<file path="src/rtl/axibram_rdata_buf_if.sv">
// axibram_rdata_buf_if: AXI read-data channel bundle around the R output buffer.
// Carries the upstream beat stream (s_*) from the BRAM read engine and the
// registered downstream R channel towards the PS GP0 port.
//   slave  : view of the buffer itself
//   master : view of the producer/consumer surrounding the buffer
interface axibram_rdata_buf_if #(
    parameter int DATA_BITS = 32,
    parameter int ID_BITS   = 12
);
    logic [DATA_BITS-1:0] s_rdata;
    logic [ID_BITS-1:0]   s_rid;
    logic [1:0]           s_rresp;
    logic                 s_rlast;
    logic                 s_rvalid;
    logic                 s_rready;

    logic [DATA_BITS-1:0] rdata;
    logic [ID_BITS-1:0]   rid;
    logic [1:0]           rresp;
    logic                 rlast;
    logic                 rvalid;
    logic                 rready;

    modport slave (
        input  s_rdata, s_rid, s_rresp, s_rlast, s_rvalid, rready,
        output s_rready, rdata, rid, rresp, rlast, rvalid
    );

    modport master (
        output s_rdata, s_rid, s_rresp, s_rlast, s_rvalid, rready,
        input  s_rready, rdata, rid, rresp, rlast, rvalid
    );
endinterface

</file>
<file path="src/rtl/axibram_rdata_buf.sv">
// axibram_rdata_buf: registered R-channel output stage.
// Head register drives the AXI outputs; a (DEPTH-1)-entry circular array sits
// behind it. s_rready is a flop computed from next fill level, so rready never
// reaches the upstream engine combinationally.
// Optional burst framing checker: define AXIBRAM_RDBUF_CHK_EN.
module axibram_rdata_buf #(
    parameter int DEPTH_BITS = 2,
    parameter int DATA_BITS  = 32,
    parameter int ID_BITS    = 12
) (
    input  logic                  aclk,
    input  logic                  rst,
    axibram_rdata_buf_if.slave    bus,
    output logic [DEPTH_BITS:0]   level,
    output logic [1:0]            err
);
    localparam int DEPTH = 1 << DEPTH_BITS;
    localparam int AD    = (DEPTH > 1) ? DEPTH - 1 : 1;
    localparam int PW    = (DEPTH_BITS > 0) ? DEPTH_BITS : 1;
    localparam int W     = DATA_BITS + ID_BITS + 3;
    localparam int LW    = DEPTH_BITS + 1;

    logic [W-1:0]  mem [AD];
    logic [PW-1:0] wr_ptr, rd_ptr;
    logic [W-1:0]  in_word;
    logic          push, pop, head_load, arr_empty, arr_wr, arr_rd;
    logic [LW-1:0] arr_cnt, level_next;

    // Array pointers wrap over DEPTH-1 entries, not a power of two.
    function automatic logic [PW-1:0] ptr_inc(input logic [PW-1:0] p);
        return (p == PW'(AD - 1)) ? '0 : p + PW'(1);
    endfunction

    assign in_word    = {bus.s_rdata, bus.s_rid, bus.s_rresp, bus.s_rlast};
    assign push       = bus.s_rvalid && bus.s_rready;
    assign pop        = bus.rvalid && bus.rready;
    assign head_load  = !bus.rvalid || bus.rready;
    assign arr_cnt    = level - LW'(bus.rvalid);
    assign arr_empty  = (arr_cnt == '0);
    // Head refills from the array first; a push only bypasses into the head
    // when nothing older is waiting.
    assign arr_rd     = head_load && !arr_empty;
    assign arr_wr     = push && !(head_load && arr_empty);
    assign level_next = level + LW'(push) - LW'(pop);

    // Head register: all AXI-facing outputs come straight from these flops.
    always_ff @(posedge aclk) begin
        if (rst) begin
            bus.rvalid <= 1'b0;
            bus.rdata  <= '0;
            bus.rid    <= '0;
            bus.rresp  <= '0;
            bus.rlast  <= 1'b0;
        end else if (head_load) begin
            if (!arr_empty) begin
                {bus.rdata, bus.rid, bus.rresp, bus.rlast} <= mem[rd_ptr];
                bus.rvalid <= 1'b1;
            end else if (push) begin
                {bus.rdata, bus.rid, bus.rresp, bus.rlast} <= in_word;
                bus.rvalid <= 1'b1;
            end else begin
                bus.rvalid <= 1'b0;
            end
        end
    end

    // Array storage; contents are don't-care until written, so no reset.
    always_ff @(posedge aclk) begin
        if (!rst && arr_wr)
            mem[wr_ptr] <= in_word;
    end

    // Array pointers.
    always_ff @(posedge aclk) begin
        if (rst) begin
            wr_ptr <= '0;
            rd_ptr <= '0;
        end else begin
            if (arr_wr) wr_ptr <= ptr_inc(wr_ptr);
            if (arr_rd) rd_ptr <= ptr_inc(rd_ptr);
        end
    end

    // Fill level and registered upstream ready.
    always_ff @(posedge aclk) begin
        if (rst) begin
            level        <= '0;
            bus.s_rready <= 1'b0;
        end else begin
            level        <= level_next;
            bus.s_rready <= (level_next < LW'(DEPTH));
        end
    end

`ifdef AXIBRAM_RDBUF_CHK_EN
    logic [4:0]         bcnt;
    logic [ID_BITS-1:0] bid;

    // Burst framing checker: observes pushes only, never touches data flow.
    always_ff @(posedge aclk) begin
        if (rst) begin
            bcnt <= '0;
            bid  <= '0;
            err  <= 2'b00;
        end else if (push) begin
            if (bcnt == 5'd0)
                bid <= bus.s_rid;
            else if (bus.s_rid != bid)
                err[1] <= 1'b1;
            if (!bus.s_rlast && bcnt >= 5'd16)
                err[0] <= 1'b1;
            if (bus.s_rlast)
                bcnt <= '0;
            else if (bcnt != 5'd31)
                bcnt <= bcnt + 5'd1;
        end
    end
`else
    assign err = 2'b00;
`endif

endmodule

</file>
<file path="src/flat_wrapper.sv">
// flat-port wrapper written by rule: the top's interface ports become plain ports
module axibram_rdata_buf_flat 
#(
    parameter int DEPTH_BITS = 2,
    parameter int DATA_BITS  = 32,
    parameter int ID_BITS    = 12
)
  (aclk, rst, level, err, bus_s_rdata, bus_s_rid, bus_s_rresp, bus_s_rlast, bus_s_rvalid, bus_rready, bus_s_rready, bus_rdata, bus_rid, bus_rresp, bus_rlast, bus_rvalid);
  axibram_rdata_buf_if #(.DATA_BITS(DATA_BITS), .ID_BITS(ID_BITS)) bus_i ();
  input  logic aclk;
  input  logic rst;
  output logic [DEPTH_BITS:0] level;
  output logic [1:0] err;
  input wire logic [$bits(bus_i.s_rdata)-1:0] bus_s_rdata;
  input wire logic [$bits(bus_i.s_rid)-1:0] bus_s_rid;
  input wire logic [$bits(bus_i.s_rresp)-1:0] bus_s_rresp;
  input wire logic [$bits(bus_i.s_rlast)-1:0] bus_s_rlast;
  input wire logic [$bits(bus_i.s_rvalid)-1:0] bus_s_rvalid;
  input wire logic [$bits(bus_i.rready)-1:0] bus_rready;
  output wire logic [$bits(bus_i.s_rready)-1:0] bus_s_rready;
  output wire logic [$bits(bus_i.rdata)-1:0] bus_rdata;
  output wire logic [$bits(bus_i.rid)-1:0] bus_rid;
  output wire logic [$bits(bus_i.rresp)-1:0] bus_rresp;
  output wire logic [$bits(bus_i.rlast)-1:0] bus_rlast;
  output wire logic [$bits(bus_i.rvalid)-1:0] bus_rvalid;
  assign bus_i.s_rdata = bus_s_rdata;
  assign bus_i.s_rid = bus_s_rid;
  assign bus_i.s_rresp = bus_s_rresp;
  assign bus_i.s_rlast = bus_s_rlast;
  assign bus_i.s_rvalid = bus_s_rvalid;
  assign bus_i.rready = bus_rready;
  assign bus_s_rready = bus_i.s_rready;
  assign bus_rdata = bus_i.rdata;
  assign bus_rid = bus_i.rid;
  assign bus_rresp = bus_i.rresp;
  assign bus_rlast = bus_i.rlast;
  assign bus_rvalid = bus_i.rvalid;
  axibram_rdata_buf #(.DEPTH_BITS(DEPTH_BITS), .DATA_BITS(DATA_BITS), .ID_BITS(ID_BITS)) u_core (.aclk(aclk), .rst(rst), .bus(bus_i), .level(level), .err(err));
endmodule
</file>
<file path="config.mk">
export PLATFORM = sky130hd
export DESIGN_NAME = axibram_rdata_buf_flat
export DESIGN_NICKNAME = d
export VERILOG_FILES = /design/src/rtl/axibram_rdata_buf_if.sv /design/src/rtl/axibram_rdata_buf.sv /design/src/flat_wrapper.sv
export SDC_FILE = /design/constraint.sdc
export NUM_CORES = 1
export LEC_CHECK = 0
export ABC_CLOCK_PERIOD_IN_PS = 9500
export BUFFER_PORTS_ARGS = -buffer_cell sky130_fd_sc_hd__buf_4
export CAP_MARGIN = 20
export CORE_MARGIN = 2
export CORE_UTILIZATION = 45
export DETAILED_ROUTE_END_ITERATION = 6
export PLACE_DENSITY = 0.71
export SLEW_MARGIN = 20
export SYNTH_ARGS = -nofsm -noshare
export SYNTH_HDL_FRONTEND = slang
export SYNTH_SLANG_ARGS = --single-unit
export TNS_END_PERCENT = 30
</file>
<file path="constraint.sdc">
create_clock -name aclk -period 9.5 [get_ports aclk]
set_clock_uncertainty 0.2 [all_clocks]
set_input_delay 1.425 -clock aclk [delete_from_list [all_inputs] [get_ports aclk]]
set_output_delay 1.425 -clock aclk [all_outputs]
set_load 0.005 [all_outputs]
</file>
# --- After elaboration in Yosys (flattened, before gate mapping) ---
# Memory sizes are Yosys's and may differ from the RTL's. A register that Yosys moved wholly into a read port is not among the register bits.
# Cells that the tools add are included.
totals:
  regBits: 56
  mem_bits_rw: 141
  inputBits: 51
  output_inout_bits: 54
  wordCells: 48
  mem_count: 1
memory_table:
  columns: ["memory", "words", "word_bits", "read_ports", "rd_ports_with_merged_regs", "wr", "line_no", "text"]
  rows:
  - ["u_core.mem", 3, 47, 1, 1, 1, "axibram_rdata_buf.sv:23", "logic [W-1:0] mem [AD];"]
op_classes:
  add_sub_neg: 5
  n_lt_le_gt_ge: 1
  eq_ne: 3
  n_mux: 16
  reduce_logical: 13
op_table:
  columns: ["cell", "n"]
  rows:
  - ["$mux W32", 2]
  - ["$mux W12", 2]
  - ["$mux W2", 6]
  - ["$logic_and A1 B1 Y1", 6]
  - ["$mux W1", 6]
  - ["$sub A3 B1 Y3", 2]
  - ["$add A2 B1 Y2 const B", 2]
  - ["$eq A2 B2 Y1 const B", 2]
  - ["$logic_not A1 Y1", 4]
  - ["$add A3 B1 Y3", 1]
  - ["$logic_not A3 Y1", 1]
  - ["$lt A3 B3 Y1 const B", 1]
  - ["$ne A2 B1 Y1 const B", 1]
  - ["$reduce_and A2 Y1", 1]
  - ["$logic_or A1 B1 Y1", 1]

# --- Depth between registers and ports, before layout ---
logic_depth:
  ltp_word: 8
  mapped_depth: 9
  mapped_depth_nobuf: 9

# --- Worst setup path after synthesis ---
# OpenSTA, ideal clock, no wires.
synth_path:
  path_kind: "in2reg"
  startpoint: "in bus_s_rvalid"
  endpoint: "mem u_core.mem[2][0] (netlist name), enable pin"
  setup_ps: 585
  arrival_ps: 6802
  setup_slack_ps: 1914
  cell_stages: 5
  path_buffers: 1
  path_cell_list: "nand2_1 > clkbuf_1 > inv_1 > o21ai_0 > nor4b_1"
synth_between:
  elab_chain_len: 5
synth_rtl:
  columns: ["element", "line_no", "text"]
  rows:
  - ["start, declared", "flat_wrapper.sv:18", "input wire logic [$bits(bus_i.s_rvalid)-1:0] bus_s_rvalid;"]
  - ["$logic_and A1 B1 Y1", "axibram_rdata_buf.sv:35", "assign push = bus.s_rvalid && bus.s_rready;"]
  - ["$logic_and A1 B1 Y1", "axibram_rdata_buf.sv:43", "assign arr_wr = push && !(head_load && arr_empty);"]
  - ["$logic_and A1 B1 Y1", "axibram_rdata_buf.sv:69", "if (!rst && arr_wr)"]
  - ["$mux W1", "axibram_rdata_buf.sv:69", null]
  - ["$mux W1 (not written as such)", "axibram_rdata_buf.sv:70", "mem[wr_ptr] <= in_word;"]
  - ["end, declared", "axibram_rdata_buf.sv:23", null]
# No other way between the ends.

# --- Final worst setup path ---
layout_path:
  startpoint: "in bus_s_rvalid"
  endpoint: "reg u_core.bus.rdata[3]"
layout_between:
  elab_chain_len: 3
layout_rtl:
  columns: ["element", "line_no", "text"]
  rows:
  - ["$logic_and A1 B1 Y1", "axibram_rdata_buf.sv:35", null]
  - ["$ne A2 B1 Y1 (no source line)", null, null]
  - ["$reduce_and A2 Y1 (no source line)", null, null]
  - ["end signal, assigned", "axibram_rdata_buf.sv:56", "{bus.rdata, bus.rid, bus.rresp, bus.rlast} <= mem[rd_ptr];"]
  - ["end signal, assigned", "axibram_rdata_buf.sv:59", "{bus.rdata, bus.rid, bus.rresp, bus.rlast} <= in_word;"]
  - ["end, declared", "axibram_rdata_buf_if.sv:26", "output s_rready, rdata, rid, rresp, rlast, rvalid"]
# No other way between the ends.
# A chain may end at the register's enable or synchronous reset.

==> flow_summary.ini <==
[logic_synthesis]
netlist_area_um2 = 7760
yosysMostFrequentCell = edfxtp_1
synth_top_area_cell = edfxtp_1
ys_seq_area_share_pct = 69.5
ys_seq_elements = 199
ys_warn_count = 0
ys.flop_type = edfxtp_1
synthArstFlopShare_pct = 0
syn_avg_cell_area_um2 = 13.5
synth.top_cell.area_share_pct = 54.5
synthDistinctLibCells = 30
synth_common_cells = edfxtp_1 (141), dfxtp_1 (58), nor2_1 (52), o21ai_0 (50)
synth_edf_count = 141
synth_cells = 574
synthTopCellsByArea = edfxtp_1 (55%), dfxtp_1 (15%), mux2i_1 (6.3%)

[clock_tree]
clk_pin_slew_worst_paths_ps = 70
cts_tree = done
ctsHoldBuffers = 0
post_cts_buffers = 0
htreeDepth = 4
cts_buffers = 17
cts_sinks = 199
clockRootBuffer = clkbuf_16
max-clock-path-buffers = 2
insertion_delay_ps = 430
cts.repair.resized = 0

[timing]
worst_slack_ps = 5860
rsz0062_at_grt = no
tightest_slew_ps = 1000
slew_violations = 0
final.setup.tns_ps = 0
post-route-period-util_pct = 38.3
finalSetupViolCount = 0
fmax_mhz = 275
fin_crit_ps = 3640
hold_violations = 0
relSlewSlack_pct = 32.8

[worst_setup_path]
critPathLaunchType = primary input
cp-end-kind = register
crit_type = in -> reg
crit_required_ps = 9630
crit_arrival_ps = 3770
path_max_fanout = 51

[drt]
antenna_left = 0
drt_wl_total_um = 17500
avgRoutedWirePerCell_um = 19.6
vias_per_cell = 5.65
drtPass1Iterations = 4
vias = 5041
dr.first_iter.drc_count = 423
drc = 0

[grt]
grt_use_total_pct = 19.5
grt_pass1_vias = 5209
antenna_found_initial = 0
grt_max_degree = 60
grt_first_pass_wirelength_um = 27200
gr-total-overflow = 0

[die]
die-area_um2 = 18300
die_w_um = 135
core_area_um2 = 17100
ios = 105
num_rows = 48
initial_utilization_pct = 45.5
die_y_um = 135

[placement]
io_buffers = 102
place_hpwl_um = 10100
gp_congestion = 0.720
place_ws_ps = 5430

[final_layout]
fin_nets = 709
area_growth_pct = 19.6
utilization_pct = 54.4
fill_cells = 1424
final_layout_size_suffix_gt1_share_pct = 22.3
n_antenna_cell = 0

[min_path]
hp-class = reg -> reg

[run]
max-cap-violations = 0

[power_and_ir_drop]
p_leak_nw = 3.35
power_density_nw_per_um2 = 317
peakVddDrop_uv = 155

[status]
status = finished clean
[final cells by class]
cell class	instances	area (um2)	share of cell area [%]
flip-flops and latches	199	5400	58.1
multi-input cells	321	2150	23.2
repair buffers	110	826	8.89
clock buffers	18	429	4.62
well taps	225	282	3.03
clock inverters	14	180	1.94
inverters	5	18.8	0.202
[where the power goes]
group	internal, mW	switching, mW
sequential	1.06	0.111
combinational	0.425	0.618
clock	0.438	0.299
[placed cells by master (no fill, tap or decap), drive strengths merged]
cell type,instances
nand2b,1
inv,7
nor2b,5
and2,2
o21ai,50
clkbuf,18
clkinvlp,1
a21oi,2
a31oi,3
buf,110
edfxtp,141
nand4b,1
nor2,52
nand2,49
clkinv,7
xor2,1
ha,3
xnor2,2
nor4b,1
nor3b,1
fa,1
a311oi,47
conb,2
o211ai,47
dfxtp,58
nor4,1
or4,1
bufinv,4
mux2i,49
[worst max-delay path, stage by stage]
cell      delay [ps]
buf_4             80
nand2_2          550
a31oi_4          840
buf_4            440
nor2_1           110
a311oi_1         280
[routing by layer]
metal,share of wire (%),global-route usage [%],routed length [um]
met5,0,0,0
met2,49,32.6,8530
met4,1.3,6.08,236
met1,44,25.7,7680
met3,6.1,3.97,1070
[stage by stage]
step,area [um2],power (mW),std cells,hold slack (ps)
5_1_grt,9290,3.11,892,319
4_1_cts,9280,2.96,892,306
6_report,9290,2.95,892,301
2_1_floorplan,7770,1.88,575,271
3_3_place_gp,8670,2.17,860,280
3_5_place_dp,8670,2.22,860,297
[logic make-up (layout without fill, tap and decap cells)]
logic type / after synthesis / count (layout) / share of synthesized area, %
multiplexers: 49 / 49 / 6.32
XOR/XNOR: 3 / 3 / 0.435
flip-flops: 199 / 199 / 69.5
buffers and inverters: 55 / 147 / 3.48
other: 1 / 2 / 0.0483
AND/OR/NAND/NOR: 114 / 114 / 6.03
adder cells (fa/ha/maj): 4 / 4 / 0.742
AO/OA/AOI/OAI: 149 / 149 / 13.4
[state kept, by name, indices dropped and copies added (netlist names), named ones only]
signal and count:
u_core.mem 141, u_core.bus.rdata 32, u_core.bus.rid 12, u_core.level 3, u_core.bus.rresp 2, u_core.rd_ptr 2, u_core.wr_ptr 2, u_core.bus.rlast 1
u_core.bus.rvalid 1, u_core.bus.s_rready 1
[final timing paths]
path	slack, ps	from	cells after the start	endpoint
worst max-delay path	5860	bus_s_rvalid	6	u_core.bus.rdata[3]
worst min-delay path	300	u_core.bus.rid[4]	2	u_core.bus.rid[4]
worst max register to register	6340	u_core.level[0]	7	u_core.mem[1][7]
worst min register to register	300	u_core.bus.rid[4]	2	u_core.bus.rid[4]
No activity file was read; power rests on OpenSTA's default activity.
